==> src/rtl/irq_priority_controller.sv <==
// Memory-mapped fixed-priority interrupt controller: per-line enable/mode, SET, W1C pending, ISR nesting.
// Latency: line edge/level sampled at posedge n drives o_irq/o_vector in cycle n+1; reads are combinational.
// Backpressure: none; the bus completes every access in one cycle and i_ack is ignored while o_irq=0.
module irq_priority_controller #(
  parameter  int DATA_WIDTH = 32,
  parameter  int N_IRQ      = 8,
  localparam int ID_W       = $clog2(N_IRQ)
) (
  input  logic                  i_clk,
  input  logic                  i_rst,
  input  logic [N_IRQ-1:0]      i_irq,
  input  logic [2:0]            i_addr,
  input  logic                  i_we,
  input  logic [DATA_WIDTH-1:0] i_wdata,
  output logic [DATA_WIDTH-1:0] o_rdata,
  input  logic                  i_ack,
  input  logic                  i_eoi,
  output logic                  o_irq,
  output logic [ID_W-1:0]       o_vector
);

  logic             gie;
  logic [N_IRQ-1:0] enable;
  logic [N_IRQ-1:0] pend;
  logic [N_IRQ-1:0] isr;
  logic [N_IRQ-1:0] mode;     // 1 = rising edge, 0 = level
  logic [N_IRQ-1:0] irq_q;
  logic [N_IRQ-1:0] swset;    // software SET bits held on level lines until acked

  logic [N_IRQ-1:0] req;
  logic [ID_W-1:0]  top;
  logic [ID_W-1:0]  isr_top;
  logic             isr_any;

  logic             wr_ctrl, wr_enable, wr_pend, wr_set, wr_mode;
  logic [N_IRQ-1:0] w1c, sw_set, rise, ack_oh, eoi_oh;
  logic [N_IRQ-1:0] swset_nxt, pend_edge_nxt, pend_nxt, isr_nxt;
  logic             ack_fire;

  // Upper write-data bits have no storage behind them.
  logic unused_wdata;
  assign unused_wdata = ^i_wdata[DATA_WIDTH-1:N_IRQ];

  assign req = pend & enable;

  // Highest-index set bit of the request vector and of the in-service vector.
  always_comb begin
    top     = '0;
    isr_top = '0;
    for (int i = 0; i < N_IRQ; i++) begin
      if (req[i]) top = ID_W'(i);
      if (isr[i]) isr_top = ID_W'(i);
    end
  end

  assign isr_any  = |isr;
  assign o_irq    = gie & (|req) & (~isr_any | (top > isr_top));
  assign o_vector = top;

  assign wr_ctrl   = i_we && (i_addr == 3'd0);
  assign wr_enable = i_we && (i_addr == 3'd2);
  assign wr_pend   = i_we && (i_addr == 3'd3);
  assign wr_set    = i_we && (i_addr == 3'd4);
  assign wr_mode   = i_we && (i_addr == 3'd5);

  assign ack_fire = i_ack & o_irq;
  assign w1c      = (wr_pend ? i_wdata[N_IRQ-1:0] : '0) & mode;
  assign sw_set   = wr_set ? i_wdata[N_IRQ-1:0] : '0;
  assign rise     = i_irq & ~irq_q & mode;
  assign ack_oh   = ack_fire ? (N_IRQ'(1) << top) : '0;
  assign eoi_oh   = (i_eoi && isr_any) ? (N_IRQ'(1) << isr_top) : '0;

  // Next pending/ISR state: sets are OR-ed in after clears so a new edge or SET wins.
  always_comb begin
    swset_nxt     = ((swset & ~ack_oh) | sw_set) & ~mode;
    pend_edge_nxt = (pend & ~w1c & ~ack_oh) | rise | sw_set;
    pend_nxt      = (mode & pend_edge_nxt) | (~mode & (swset_nxt | i_irq));
    isr_nxt       = (isr & ~eoi_oh) | ack_oh;
  end

  // Register file, interrupt state and line history.
  always_ff @(posedge i_clk) begin
    if (i_rst) begin
      gie    <= 1'b0;
      enable <= '0;
      pend   <= '0;
      isr    <= '0;
      mode   <= '1;
      irq_q  <= '0;
      swset  <= '0;
    end else begin
      irq_q <= i_irq;
      pend  <= pend_nxt;
      swset <= swset_nxt;
      isr   <= isr_nxt;
      if (wr_ctrl)   gie    <= i_wdata[0];
      if (wr_enable) enable <= i_wdata[N_IRQ-1:0];
      if (wr_mode)   mode   <= i_wdata[N_IRQ-1:0];
    end
  end

  // Combinational read mux; unused bits and write-only/unmapped addresses read zero.
  always_comb begin
    o_rdata = '0;
    case (i_addr)
      3'd0: o_rdata[0] = gie;
      3'd1: begin
        o_rdata[N_IRQ-1:0]  = isr;
        o_rdata[15]         = o_irq;
        o_rdata[16 +: ID_W] = o_vector;
      end
      3'd2: o_rdata[N_IRQ-1:0] = enable;
      3'd3: o_rdata[N_IRQ-1:0] = pend;
      3'd5: o_rdata[N_IRQ-1:0] = mode;
      default: o_rdata = '0;
    endcase
  end

endmodule
==> config.mk <==
export PLATFORM = sky130hd
export DESIGN_NAME = irq_priority_controller
export DESIGN_NICKNAME = d
export VERILOG_FILES = /design/src/rtl/irq_priority_controller.sv
export SDC_FILE = /design/constraint.sdc
export NUM_CORES = 1
export LEC_CHECK = 0
export ABC_AREA = 1
export CORE_MARGIN = 3
export CORE_UTILIZATION = 43
export CTS_CLUSTER_SIZE = 40
export DETAILED_ROUTE_END_ITERATION = 7
export GPL_TIMING_DRIVEN = 0
export PLACE_DENSITY = 0.81
export SYNTH_ARGS = -nofsm -noshare
export SYNTH_HDL_FRONTEND = slang
export SYNTH_SLANG_ARGS = --single-unit
==> constraint.sdc <==
create_clock -name i_clk -period 1.78 [get_ports i_clk]
set_input_delay 0.356 -clock i_clk [delete_from_list [all_inputs] [get_ports i_clk]]
set_output_delay 0.356 -clock i_clk [all_outputs]
set_load 0.01 [all_outputs]
==> results.json <==
{
  "status": "finished, violations left",
  "violations": "setup timing",
  "crit_type": "flip-flop to output port",
  "fin_nets": 559,
  "drc": 0,
  "antenna_found_initial": 0,
  "setup_viol_count_final": 27,
  "path_cells": "nor2_2 > nand2_1 > inv_1 > ha_4 > nand3_1 > nand2_1 > inv_1 > nand2_1 > nand2_2 > nand2_8 > nand2_4 > nor2_4 > buf_6",
  "synth_cell_types": 33,
  "fmax_ghz": 0.430,
  "pwr-share-seq": 0.514,
  "numCtsBuffers": 5,
  "grt_max_degree": 14,
  "power_density_mw_per_mm2": 592,
  "io_buffers": 37,
  "worst_pin_slew_ns": 0.669,
  "drt_iter0_drc": 245,
  "start_kind": "flip-flop",
  "vias": 2995,
  "crit_fanout": 4,
  "yosysWarnings": 0,
  "ys_seq_area_frac": 0.342,
  "grt-ovfl-total": 0,
  "finalHoldViolations": 0,
  "hold_path.class": "input port to flip-flop",
  "synth_edf_count": 0,
  "timing.hold.ws_ns": 0.413,
  "grt_pass1_wl_um": 12200,
  "slew_headroom": 0.551,
  "cap_violations": 0,
  "crit_required_ns": 1.42,
  "critPathTopFamily": "simple AND/OR/NAND/NOR gates",
  "synth_commonest_cells": "nand2_1 (110), nor2_1 (57), inv_1 (55), dfxtp_1 (49), buf_4 (21)",
  "yosysTopAreaCellShare": 0.342,
  "boundaryPins": 84,
  "n_antenna_cell": 0,
  "drtPass1Iterations": 5,
  "fin_crit_sh": 1.31,
  "finalNonFillerCells": 586,
  "cts.hold.buffers_added": 0,
  "drv_slew": 0,
  "yosysMostFrequentCell": "nand2_1",
  "critPathCaptureType": "output port",
  "initial_core_util": 0.449,
  "swShare": 0.280,
  "postPlaceCellArea_mm2": 0.00346,
  "rsz0062_at_grt": "true",
  "nFillCells": 580,
  "area_growth_pct": 34.3,
  "core_mm2": 0.00639,
  "htree_levels": 2,
  "critPathMaxStageDelay_ns": 0.44,
  "grt_pass1_vias": 2612,
  "finalCriticalPeriod_ns": 2.32,
  "clkSinkCount": 49,
  "insertion_delay_ns": 0.31,
  "path_buf_inv": 3,
  "finalSetupTns_ns": -9.58,
  "drive_gt1_frac": 0.316,
  "wl_per_cell_um": 13.6,
  "switchingPower_uw": 637,
  "die_x_um": 87.6,
  "post-place-ws_ns": -1.03,
  "ys_ff_latch": 49,
  "dieArea_mm2": 0.00768,
  "p_leak_uw": 0.00199,
  "async_reset_ff_frac": 0,
  "vias_per_cell": 5.11,
  "ir_drop_mv": 0.606,
  "rrSetupSlack_ns": -0.43,
  "syn_avg_cell_area_um2": 6.82,
  "fin_skew_ns": 0.00802,
  "cpMostUsedCell": "nand2_1",
  "cp.arrival_ns": 1.97,
  "syn_inst": 420,
  "clkPwrFrac": 0.293,
  "netlist_area_mm2": 0.00287,
  "root_buffer": "clkbuf_8",
  "groute.usage.overall": 0.204,
  "internal_power_uw": 1640,
  "clkTransAtPathRegs_ns": 0.08,
  "post-dp-hpwl_um": 5710,
  "gp_congestion": 0.944,
  "p_comb_frac": 0.193,
  "synth.area.top_cells": "dfxtp_1 (34%), nand2_1 (14%), nor2_1 (7.5%)",
  "totalWireLength_um": 7960,
  "yosysTopAreaCell": "dfxtp_1",
  "postRouteAntennaNets": 0,
  "synth_flop_cell": "dfxtp_1",
  "setup_ws_ns": -0.543,
  "cts_tree": "yes",
  "clock_path_buffers": 2,
  "chipHeight_um": 87.6,
  "dp.cells": 553,
  "worst_path_max_delay_cell": "dfxtp_1",
  "num_rows": 29,
  "finalInstanceArea_mm2": 0.00385
}
[routing by layer]
metal,track usage,share of wire,vias up
met4,0.0809,0.024,0
met5,0,0,-
met3,0.0348,0.074,25
met2,0.342,0.48,132
met1,0.260,0.42,1348
li1,-,-,1490
[path summary, 6_finish.rpt]
check	start	endpoint	cells past startpoint
setup / recovery	isr[4]$_SDFF_PP0_	o_rdata[15]	13
setup reg to reg	isr[4]$_SDFF_PP0_	pend[4]$_SDFF_PP0_	17
hold / removal	i_rst	isr[2]$_SDFF_PP0_	2
hold reg to reg	isr[5]$_SDFF_PP0_	isr[5]$_SDFF_PP0_	2
[kinds of logic after synthesis]
family	after synthesis	share of synthesized area
other	1	0.00131
adder cells (fa/ha/maj)	2	0.00873
AO/OA/AOI/OAI	66	0.152
AND/OR/NAND/NOR	212	0.349
flip-flops	49	0.342
buffers and inverters	90	0.146
[sequential cells by signal, indices dropped and copies added, names as in the netlist]
register and flops:
isr 8, gie 1, swset 8, enable 8, pend 8, mode 8
irq_q 8
[stage by stage]
step	power [uW]	utilization
6_report	2280	0.602
5_1_grt	2370	0.602
4_1_cts	2250	0.577
3_5_place_dp	1590	0.542
3_3_place_gp	1580	0.542
2_1_floorplan	1440	-
[layout by cell type (no fill, tap or decap), types with 5 or more instances in the layout]
cell | synthesis | layout
nand2_1 | 110 | 98
nor2_2 | 7 | 6
clkdlybuf4s50_1 | 0 | 18
buf_2 | 1 | 10
buf_4 | 21 | 47
nand4_2 | 8 | 7
nand2_2 | 10 | 14
clkbuf_8 | 0 | 6
a21oi_1 | 14 | 8
conb_1 | 1 | 20
a31oi_1 | 8 | 8
nor2_1 | 57 | 55
a21oi_2 | 0 | 6
o211ai_1 | 16 | 16
inv_2 | 7 | 12
nand2_4 | 4 | 12
clkbuf_1 | 4 | 5
nand3_1 | 10 | 9
o21ai_0 | 14 | 13
inv_1 | 55 | 45
dfxtp_2 | 0 | 13
o2111ai_1 | 7 | 5
dfxtp_1 | 49 | 35
inv_4 | 0 | 5
[power by group through the flow]
stage	Clock, uW	Combinational (uW)	Sequential (uW)
floorplan	0	259	1180
global placement	0	391	1190
detailed placement	0	398	1190
CTS	667	415	1170
global route	710	481	1170
finish	669	440	1170
[repair_timing]
item | in CTS | in global routing
endpoints found under the setup margin | 56 | 40
resized for setup | 92 | 33
setup buffers | 14 | 13
pin swaps | 14 | 7
[cell type report]
cell class / count / area (um2) / area share
Multi-Input combinational cell: 300 / 1710 / 0.444
Inverter: 63 / 253 / 0.0657
Timing Repair Buffer: 63 / 522 / 0.136
Sequential cell: 49 / 1000 / 0.260
Clock buffer: 7 / 86.3 / 0.0224
Tap cell: 77 / 96.3 / 0.0250
Buffer: 27 / 183 / 0.0475
Note: power is estimated with default switching activity, not from simulation.
